### src/rtl/flit_uart_tx.sv
// -----------------------------------------------------------------------------
// flit_uart_tx
//
// Transmit end of the flit link. Takes one 128-bit flit at a time from the
// router side. It replaces the version, flit_id and checksum fields with
// locally generated values and checks HEAD/BODY/TAIL framing. It then sends
// the flit to the UART transmitter as 16 bytes, MSB byte first, over a
// valid/ready handshake.
//
// Flit layout (MSB..LSB):
//   [127:124] version   [123:120] flittype   [119:112] flit_id
//   [111:16]  data      [15:0]    checksum
//
// Parameters
//   VERSION   value written into the version field of every transmitted flit
//   ID_INIT   flit_id given to the first flit sent after reset
//
// Ports
//   clk        in   1    system clock
//   rst        in   1    asynchronous, active-high reset
//   in_flit    in   128  flit from upstream (version/flit_id/checksum ignored)
//   in_valid   in   1    in_flit valid
//   in_ready   out  1    block can accept a flit (only while idle)
//   tx_data    out  8    byte to UART tx
//   tx_valid   out  1    tx_data valid
//   tx_ready   in   1    UART tx accepts byte
//   busy       out  1    a flit is being serialised
//   err_seq    out  1    one-cycle pulse: framing violation
//   err_type   out  1    one-cycle pulse: flittype is not HEAD/BODY/TAIL
// -----------------------------------------------------------------------------
module flit_uart_tx #(
   parameter logic [3:0] VERSION = 4'd1,
   parameter logic [7:0] ID_INIT = 8'd0
) (
   input  logic         clk,
   input  logic         rst,
   input  logic [127:0] in_flit,
   input  logic         in_valid,
   output logic         in_ready,
   output logic [7:0]   tx_data,
   output logic         tx_valid,
   input  logic         tx_ready,
   output logic         busy,
   output logic         err_seq,
   output logic         err_type
);

   localparam logic [0:0] ST_IDLE = 1'b0;
   localparam logic [0:0] ST_SEND = 1'b1;

   localparam logic [3:0] FT_HEAD = 4'd0;
   localparam logic [3:0] FT_BODY = 4'd1;
   localparam logic [3:0] FT_TAIL = 4'd2;

   localparam logic [3:0] LAST_IDX = 4'd15;

   // One's-complement style checksum: 16-bit sum of the seven header/data
   // words, inverted.
   function automatic logic [15:0] calc_checksum(input logic [111:0] hdr);
      logic [15:0] sum;
      sum = '0;
      for (int w = 0; w < 7; w++) begin
         sum = sum + hdr[16*w +: 16];
      end
      return ~sum;
   endfunction

   logic [0:0]   state;
   logic [3:0]   idx;
   logic [7:0]   next_id;
   logic         in_packet;
   logic [127:0] frame;

   // Incoming field views
   logic [3:0]   in_type;
   logic [95:0]  in_data;
   logic         type_head;
   logic         type_body;
   logic         type_tail;
   logic         type_ok;

   // Accept classification
   logic         accept;
   logic         drop_type;
   logic         drop_seq;
   logic         do_tx;
   logic         head_trunc;

   logic [111:0] hdr_nxt;
   logic [127:0] frame_nxt;
   logic         tx_hs;

   // The upstream copies of these fields are overwritten here.
   logic         unused_in_fields;
   assign unused_in_fields = ^{in_flit[127:124], in_flit[119:112], in_flit[15:0]};

   assign in_type   = in_flit[123:120];
   assign in_data   = in_flit[111:16];
   assign type_head = (in_type == FT_HEAD);
   assign type_body = (in_type == FT_BODY);
   assign type_tail = (in_type == FT_TAIL);
   assign type_ok   = type_head | type_body | type_tail;

   // in_ready depends only on state, so accept never forms a
   // combinational loop through in_valid.
   assign in_ready = (state == ST_IDLE);
   assign busy     = (state == ST_SEND);
   assign tx_valid = (state == ST_SEND);

   assign accept     = in_ready & in_valid;
   assign drop_type  = accept & ~type_ok;
   // BODY/TAIL with no open packet carries no context and is discarded.
   assign drop_seq   = accept & type_ok & ~type_head & ~in_packet;
   assign do_tx      = accept & type_ok & (type_head | in_packet);
   // A HEAD inside an open packet is still sent. The packet it cuts short
   // is flagged.
   assign head_trunc = do_tx & type_head & in_packet;

   assign hdr_nxt   = {VERSION, in_type, next_id, in_data};
   assign frame_nxt = {hdr_nxt, calc_checksum(hdr_nxt)};

   assign tx_hs = tx_valid & tx_ready;

   // Frame is a shift register. The byte on the wire is always the top byte,
   // so tx_data holds its value until the handshake shifts it out.
   assign tx_data = frame[127:120];

   // ---- control: state, byte index, id sequence, packet tracking, errors ----
   always_ff @(posedge clk or posedge rst) begin
      if (rst) begin
         state     <= ST_IDLE;
         idx       <= '0;
         next_id   <= ID_INIT;
         in_packet <= 1'b0;
         err_seq   <= 1'b0;
         err_type  <= 1'b0;
      end else begin
         err_seq  <= drop_seq | head_trunc;
         err_type <= drop_type;

         case (state)
            ST_IDLE: begin
               if (do_tx) begin
                  state   <= ST_SEND;
                  idx     <= '0;
                  next_id <= next_id + 8'd1;
                  if (type_head) begin
                     in_packet <= 1'b1;
                  end else if (type_tail) begin
                     in_packet <= 1'b0;
                  end
               end
            end
            ST_SEND: begin
               if (tx_hs) begin
                  idx <= idx + 4'd1;
                  if (idx == LAST_IDX) begin
                     state <= ST_IDLE;
                  end
               end
            end
            default: begin
               state <= ST_IDLE;
            end
         endcase
      end
   end

   // ---- data: frame load on accept, shift one byte per handshake ----
   // Cleared on reset so tx_data reads zero out of reset.
   always_ff @(posedge clk or posedge rst) begin
      if (rst) begin
         frame <= '0;
      end else if (do_tx) begin
         frame <= frame_nxt;
      end else if (tx_hs) begin
         frame <= {frame[119:0], 8'h00};
      end
   end

endmodule

### config.mk
export PLATFORM = sky130hd
export DESIGN_NAME = flit_uart_tx
export DESIGN_NICKNAME = d
export VERILOG_FILES = /design/src/rtl/flit_uart_tx.sv
export SDC_FILE = /design/constraint.sdc
export NUM_CORES = 1
export LEC_CHECK = 0
export ABC_AREA = 1
export ABC_CLOCK_PERIOD_IN_PS = 5200
export CAP_MARGIN = 5
export CELL_PAD_IN_SITES_DETAIL_PLACEMENT = 0
export CELL_PAD_IN_SITES_GLOBAL_PLACEMENT = 1
export CORE_MARGIN = 2
export CORE_UTILIZATION = 41
export DETAILED_ROUTE_END_ITERATION = 10
export GPL_TIMING_DRIVEN = 0
export PLACE_DENSITY_LB_ADDON = 0.1
export SYNTH_ARGS = -nofsm -noshare
export SYNTH_HDL_FRONTEND = slang
export SYNTH_SLANG_ARGS = --single-unit
### constraint.sdc
create_clock -name clk -period 5.2 [get_ports clk]
set_input_delay 0.78 -clock clk [delete_from_list [all_inputs] [get_ports clk]]
set_output_delay 0.78 -clock clk [all_outputs]
set_load 0.1 [all_outputs]
==> impl_metrics.ini, run 1 <==
[outcome]
result_of_the_run = complete, no violations

[cts]
cts.sinks = 144
cts_hold_repair.buffers = 0
clk_transition_reported_paths_ns = 0.06
cts_resized = 0
cts_htree_levels = 4
cts-buffers-inserted = 17
cts_post_setup_buffers_inserted = 0
clk_path_buf_depth = 2
cts_tree = yes
clock_tree.root_cell = clkbuf_16
clock_insertion_delay_worst_skew_ns = 0.44

[logic_synthesis]
post_synth.cell_area_avg_um2 = 7.796
synth_area_mm2 = 0.009683
synth_cell_types = 35
synth_enable_flop_cells = 0
synth_seq_area_share_pct = 37.21
synth_async_sr_flop_share_pct = 100.0
synth_largest_type_area_fraction_pct = 37.21
netlist_top_cells_area = dfrtp_1, fa_1, nand2_1
synth_largest_area_cell = dfrtp_1
synth-warning-count = 0
main_synth_ff_type = dfrtp_1
syn-num-nets = 1465
post_synth_inst_count = 1242
yosys_register_bits = 144

[sta]
final_critical_path_setup_slack_ns = 0.4143
min_period_ns = 4.786
grt_setup_unrepaired = no
report.final.setup_viol = 0
fin_skew_ns = 0.01385
tightestPinTransition_ns = 0.9646
max_slew_margin_pct = 35.49
post-route-period-util_pct = 92.03
max_clock_freq_mhz = 209.0
finalSetupTns_ns = 0
drv_slew = 0
finalHoldViolations = 0
final.hold.worst_slack_ns = 0.4646

[place]
gp_congestion = 0.8618
hpwlAfterDp_um = 23730
place_worst_setup_slack_ns = -0.01618
placement.io_buffers = 116
placed_cells = 1678

[worst_hold_path]
holdCritPathClass = reg -> reg

[routing]
detail_route.wirelength_um = 29950
drt-wirelength-per-cell_um = 17.52
ant_nets = 0
violation_count_after_the_first_detailed_route_iteration = 549
detailedRoute.firstPassIterationCount = 5
vias = 8171
drt-vias-per-instance = 4.778
drc = 0

[final_layout]
area_delta_synth_final_pct = 22.55
final_cells = 1710
final_core_util_pct = 50.86
layout.cells.most_common_list = nand2_1, inv_1, dfrtp_1, o21ai_0, clkdlybuf4s50_1
mostFrequentLayoutCell = nand2_1
final_net_count = 1601
n_antenna_cell = 0
fillers = 2296
final_layout_size_suffix_gt1_share_pct = 6.686

[pwr]
peakVddDrop_v = 0.0002156
power_per_cell_area_mw_per_mm2 = 541.2
static-leakage-power_nw = 6.721

[setup_path]
data_arrival_time_at_the_worst_slack_endpoint_ns = 5.10
worstSetupStartpointType = input pin
worst_ep_required_time_ns = 5.51
critPathMaxFanout = 3
criticalPathCategory = in -> reg
r2r_setup_slack_ns = 2.53
element_type_at_the_critical_path_end = flop

[global_routing]
grt_start_max_net_pins = 74
antenna_found_initial = 0
track_usage_pct = 25.03
first_global_vias = 7971
grt.overflow.total = 0
grt_pass1_wl_um = 45760

[floorplanning]
fp.dieW_um = 157.7
die_h_um = 157.7
floorplan.io_pins = 145
placementRows = 56
floorplan.die_area_mm2 = 0.02486
initial_util_pct = 41.50
coreArea_mm2 = 0.02333

[job]
maxCapViolations = 0
critical path, cell delays in order:
cell and delay [ns]:
clkdlybuf4s50_1 0.55, inv_1 0.10, fa_1 0.52, inv_1 0.08, fa_1 0.52, fa_1 0.55, inv_1 0.07, fa_1 0.57
inv_1 0.06, ha_1 0.30, nand3_1 0.07, nand2_1 0.13, inv_1 0.05, o21ai_0 0.26, nand3_1 0.15, nand3_1 0.09
nand3_1 0.07, nand2_1 0.11, nand2_1 0.07
synth_stat cells (3+ instances only):
cell type / number
nand2_1: 300
inv_1: 293
dfrtp_1: 144
o21ai_0: 125
nand3_1: 114
fa_1: 69
nor2_1: 30
buf_2: 27
ha_1: 22
clkbuf_1: 21
a21oi_1: 16
xor2_1: 12
buf_4: 11
o22ai_1: 8
inv_2: 6
nand2_2: 6
xnor2_1: 5
nor3_1: 4
o221ai_1: 4
nand3b_1: 3
o211ai_1: 3
o21ai_1: 3
per-layer routing:
metal	wire, um	vias up	track usage [%]
li1	-	4019	-
met4	558	0	6.623
met3	1547	27	3.750
met1	14430	3909	36.96
met2	13420	216	38.47
met5	0	-	0
final cells by class:
cell class                 instances  area (um2)  area share [%]
inverter                         300        1132           9.542
buffer                            60       307.8           2.594
timing repair buffer             117        1189           10.02
clock inverter                    12       123.9           1.044
clock buffer                      20       466.7           3.933
tap                              319       399.1           3.364
multi-input combinational        738        4644           39.14
sequential                       144        3603           30.37
final timing paths:
check                      cells past startpoint        start         end
setup / recovery                              19  in_flit[34]   frame[14]
hold / removal                                 1   next_id[6]  next_id[6]
setup reg to reg                              13   next_id[3]   frame[14]
hold reg to reg                                1   next_id[6]  next_id[6]
max in group asynchronous                      3          rst   frame[24]
min in group asynchronous                      2          rst  frame[107]
logic make-up (layout without fill, tap and decap cells):
logic type / Yosys count / count (layout) / share of synthesized area [%]
and+or+nand+nor: 465 / 465 / 20.26
buffers and inverters: 360 / 509 / 14.82
AOI/OAI and AO/OA: 165 / 165 / 9.058
DFF: 144 / 144 / 37.21
adders and majority gates: 91 / 91 / 17.11
xor gates and xnor gates: 17 / 17 / 1.538
metrics by stage:
stage          power [mW]  cell area, um2
3_5_place_dp        5.158           11280
3_3_place_gp        5.141           11240
5_1_grt             6.995           11870
4_1_cts             6.446           11870
6_report            6.422           11870
2_1_floorplan       4.240            9683
sequential cells by signal, summed over array words and instances, names as in the netlist:
name	cells
frame	128
next_id	8
idx	4
busy	1
err_seq	1
err_type	1
in_packet	1
power by group:
group | total (mW) | leakage, nW | switching, mW | internal, mW
logic | 3.38 | 4.55 | 2.12 | 1.26
registers | 1.79 | 1.89 | 0.250 | 1.54
clock network | 1.26 | 0.284 | 0.550 | 0.707
(Power assumes the default switching activity.)
==> run 2: changes to the inputs <==
--- a/config.mk
+++ b/config.mk
@@ -14,6 +14,7 @@
 export CORE_UTILIZATION = 41
 export DETAILED_ROUTE_END_ITERATION = 10
 export GPL_TIMING_DRIVEN = 0
+export HOLD_SLACK_MARGIN = 0.06
 export PLACE_DENSITY_LB_ADDON = 0.1
 export SYNTH_ARGS = -nofsm -noshare
 export SYNTH_HDL_FRONTEND = slang
==> results of run 2 <==
The final DEF is identical to that of run 1; final timing and power are the same.
==> run 3: changes to the inputs <==
--- a/config.mk
+++ b/config.mk
@@ -6,12 +6,12 @@
 export NUM_CORES = 1
 export LEC_CHECK = 0
 export ABC_AREA = 1
-export ABC_CLOCK_PERIOD_IN_PS = 5200
+export ABC_CLOCK_PERIOD_IN_PS = 3900
 export CAP_MARGIN = 5
 export CELL_PAD_IN_SITES_DETAIL_PLACEMENT = 0
 export CELL_PAD_IN_SITES_GLOBAL_PLACEMENT = 1
 export CORE_MARGIN = 2
-export CORE_UTILIZATION = 41
+export CORE_UTILIZATION = 37
 export DETAILED_ROUTE_END_ITERATION = 10
 export GPL_TIMING_DRIVEN = 0
 export HOLD_SLACK_MARGIN = 0.06
==> constraint.sdc (replaced) <==
create_clock -name clk -period 3.9 [get_ports clk]
set_input_delay 0.585 -clock clk [delete_from_list [all_inputs] [get_ports clk]]
set_output_delay 0.585 -clock clk [all_outputs]
set_load 0.1 [all_outputs]
==> impl_metrics.ini, run 3 (synthesized netlist as in run 1, its figures left out) <==
[floorplanning]
initial_util_pct = 37.37
coreArea_mm2 = 0.02591
placementRows = 59
floorplan.die_area_mm2 = 0.02748
fp.dieW_um = 165.8
die_h_um = 165.8
floorplan.io_pins = 145

[cts]
clk_path_buf_depth = 2
cts.sinks = 144
cts_tree = yes
cts_hold_repair.buffers = 0
clock_tree.root_cell = clkbuf_16
clock_insertion_delay_worst_skew_ns = 0.43
clk_transition_reported_paths_ns = 0.06
cts_htree_levels = 4
cts-buffers-inserted = 17

[final_layout]
finish.instance_area_mm2 = 0.01231
top_register_by_number_of_flip_flops = frame
layout.cells.most_common_list = nand2_1, inv_1, dfrtp_1, o21ai_0, nand3_1
fillers = 2615
n_antenna_cell = 0
final_net_count = 1624
biggestRegsByFlops = frame: 128 flops, next_id: 8 flops, idx: 4 flops
mostFrequentLayoutCell = nand2_1
area_delta_synth_final_pct = 27.10
final_layout_size_suffix_gt1_share_pct = 20.58
largest_register_ff_count = 128

[setup_path]
element_type_at_the_critical_path_end = flop
critPathMaxFanout = 4
data_arrival_time_at_the_worst_slack_endpoint_ns = 4.20
worst_ep_required_time_ns = 4.22
worstSetupStartpointType = input pin
criticalPathCategory = in -> reg

[routing]
detail_route.wirelength_um = 32080
drt-wirelength-per-cell_um = 18.34
vias = 8296
ant_nets = 0
drt-vias-per-instance = 4.743
drc = 0
detailedRoute.firstPassIterationCount = 4
violation_count_after_the_first_detailed_route_iteration = 746

[global_routing]
grt.overflow.total = 0
first_global_vias = 8123
grt_start_max_net_pins = 40
track_usage_pct = 23.64
antenna_found_initial = 1
grt_pass1_wl_um = 49030

[sta]
max_slew_margin_pct = 34.80
grt_setup_unrepaired = yes
drv_slew = 0
tightestPinTransition_ns = 0.9750
final.hold.worst_slack_ns = 0.3798
post-route-period-util_pct = 99.35
finalHoldViolations = 0
min_period_ns = 3.875
max_clock_freq_mhz = 258.1
report.final.setup_viol = 0
fin_skew_ns = 0.009046
finalSetupTns_ns = 0

[pwr]
power_per_cell_area_mw_per_mm2 = 824.8
static-leakage-power_nw = 6.927
peakVddDrop_v = 0.0004997
total_power_mw = 10.15

[worst_hold_path]
holdCritPathClass = in -> reg

[job]
maxCapViolations = 0

[place]
detailed_place.area_mm2 = 0.01145
hpwlAfterDp_um = 24900
gp_congestion = 0.8447
placement.io_buffers = 116

[outcome]
result_of_the_run = complete, no violations
[run 3: metal layers]
layer,GRT usage (%),share of wire (%),up-vias,routed length [um]
li1,-,-,4061,-
met1,35.19,48,4032,15370
met2,36.98,47,180,15030
met3,3.480,4.0,23,1281
met4,4.499,1.2,0,399
met5,0,0,-,0
[run 3: report_power, final]
group | internal [mW] | switching (mW)
Clock | 0.923 | 0.729
Sequential | 2.05 | 0.337
Combinational | 2.60 | 3.51
Total | 5.57 | 4.58
[run 3: worst paths after layout]
path | slack [ns] | cells after the start | end | start
worst max-delay path | 0.03 | 17 | frame[15] | in_flit[91]
worst min-delay path | 0.38 | 3 | frame[37] | in_flit[37]
worst max register to register | 1.44 | 11 | frame[9] | next_id[3]
worst min register to register | 0.47 | 1 | next_id[6] | next_id[6]
max in group asynchronous | 2.27 | 4 | frame[31] | rst
min in group asynchronous | 0.67 | 2 | frame[100] | rst
[run 3: final cells by class]
class | count | area (um2) | share of cell area [%]
Sequential cell | 144 | 3603 | 29.28
Inverter | 300 | 1134 | 9.211
Clock buffer | 19 | 452.9 | 3.680
Clock inverter | 13 | 126.4 | 1.027
Tap cell | 335 | 419.2 | 3.406
Buffer | 60 | 307.8 | 2.501
Multi-Input combinational cell | 738 | 5079 | 41.27
Timing Repair Buffer | 140 | 1185 | 9.628
[run 3: timing repair]
item,CTS,global route
pin swaps,68,69
gates cloned,0,0
setup buffers,13,8
endpoints found under the setup margin,14,11
resized for setup,206,147
[run 3: stage by stage]
stage	setup slack (ns)	util [%]	std cells
finish	0.02532	47.50	1749
global route	-0.09195	47.50	1749
CTS	0.001315	47.28	1741
detailed placement	-0.9148	44.20	1696
global placement	-0.9299	43.97	1693
floorplan	0.0009415	-	1242
[run 3: worst max-delay path, stage by stage]
cell           delay (ns)
dlygate4sd2_1        0.30
fa_1                 0.59
inv_1                0.07
fa_1                 0.51
fa_1                 0.45
fa_1                 0.50
inv_1                0.06
ha_4                 0.29
nand2_2              0.08
nor3_2               0.20
nand2_1              0.09
nor2_2               0.12
nor2_2               0.05
nand3_1              0.07
nand3_1              0.08
nand2_1              0.07
nand2_1              0.05
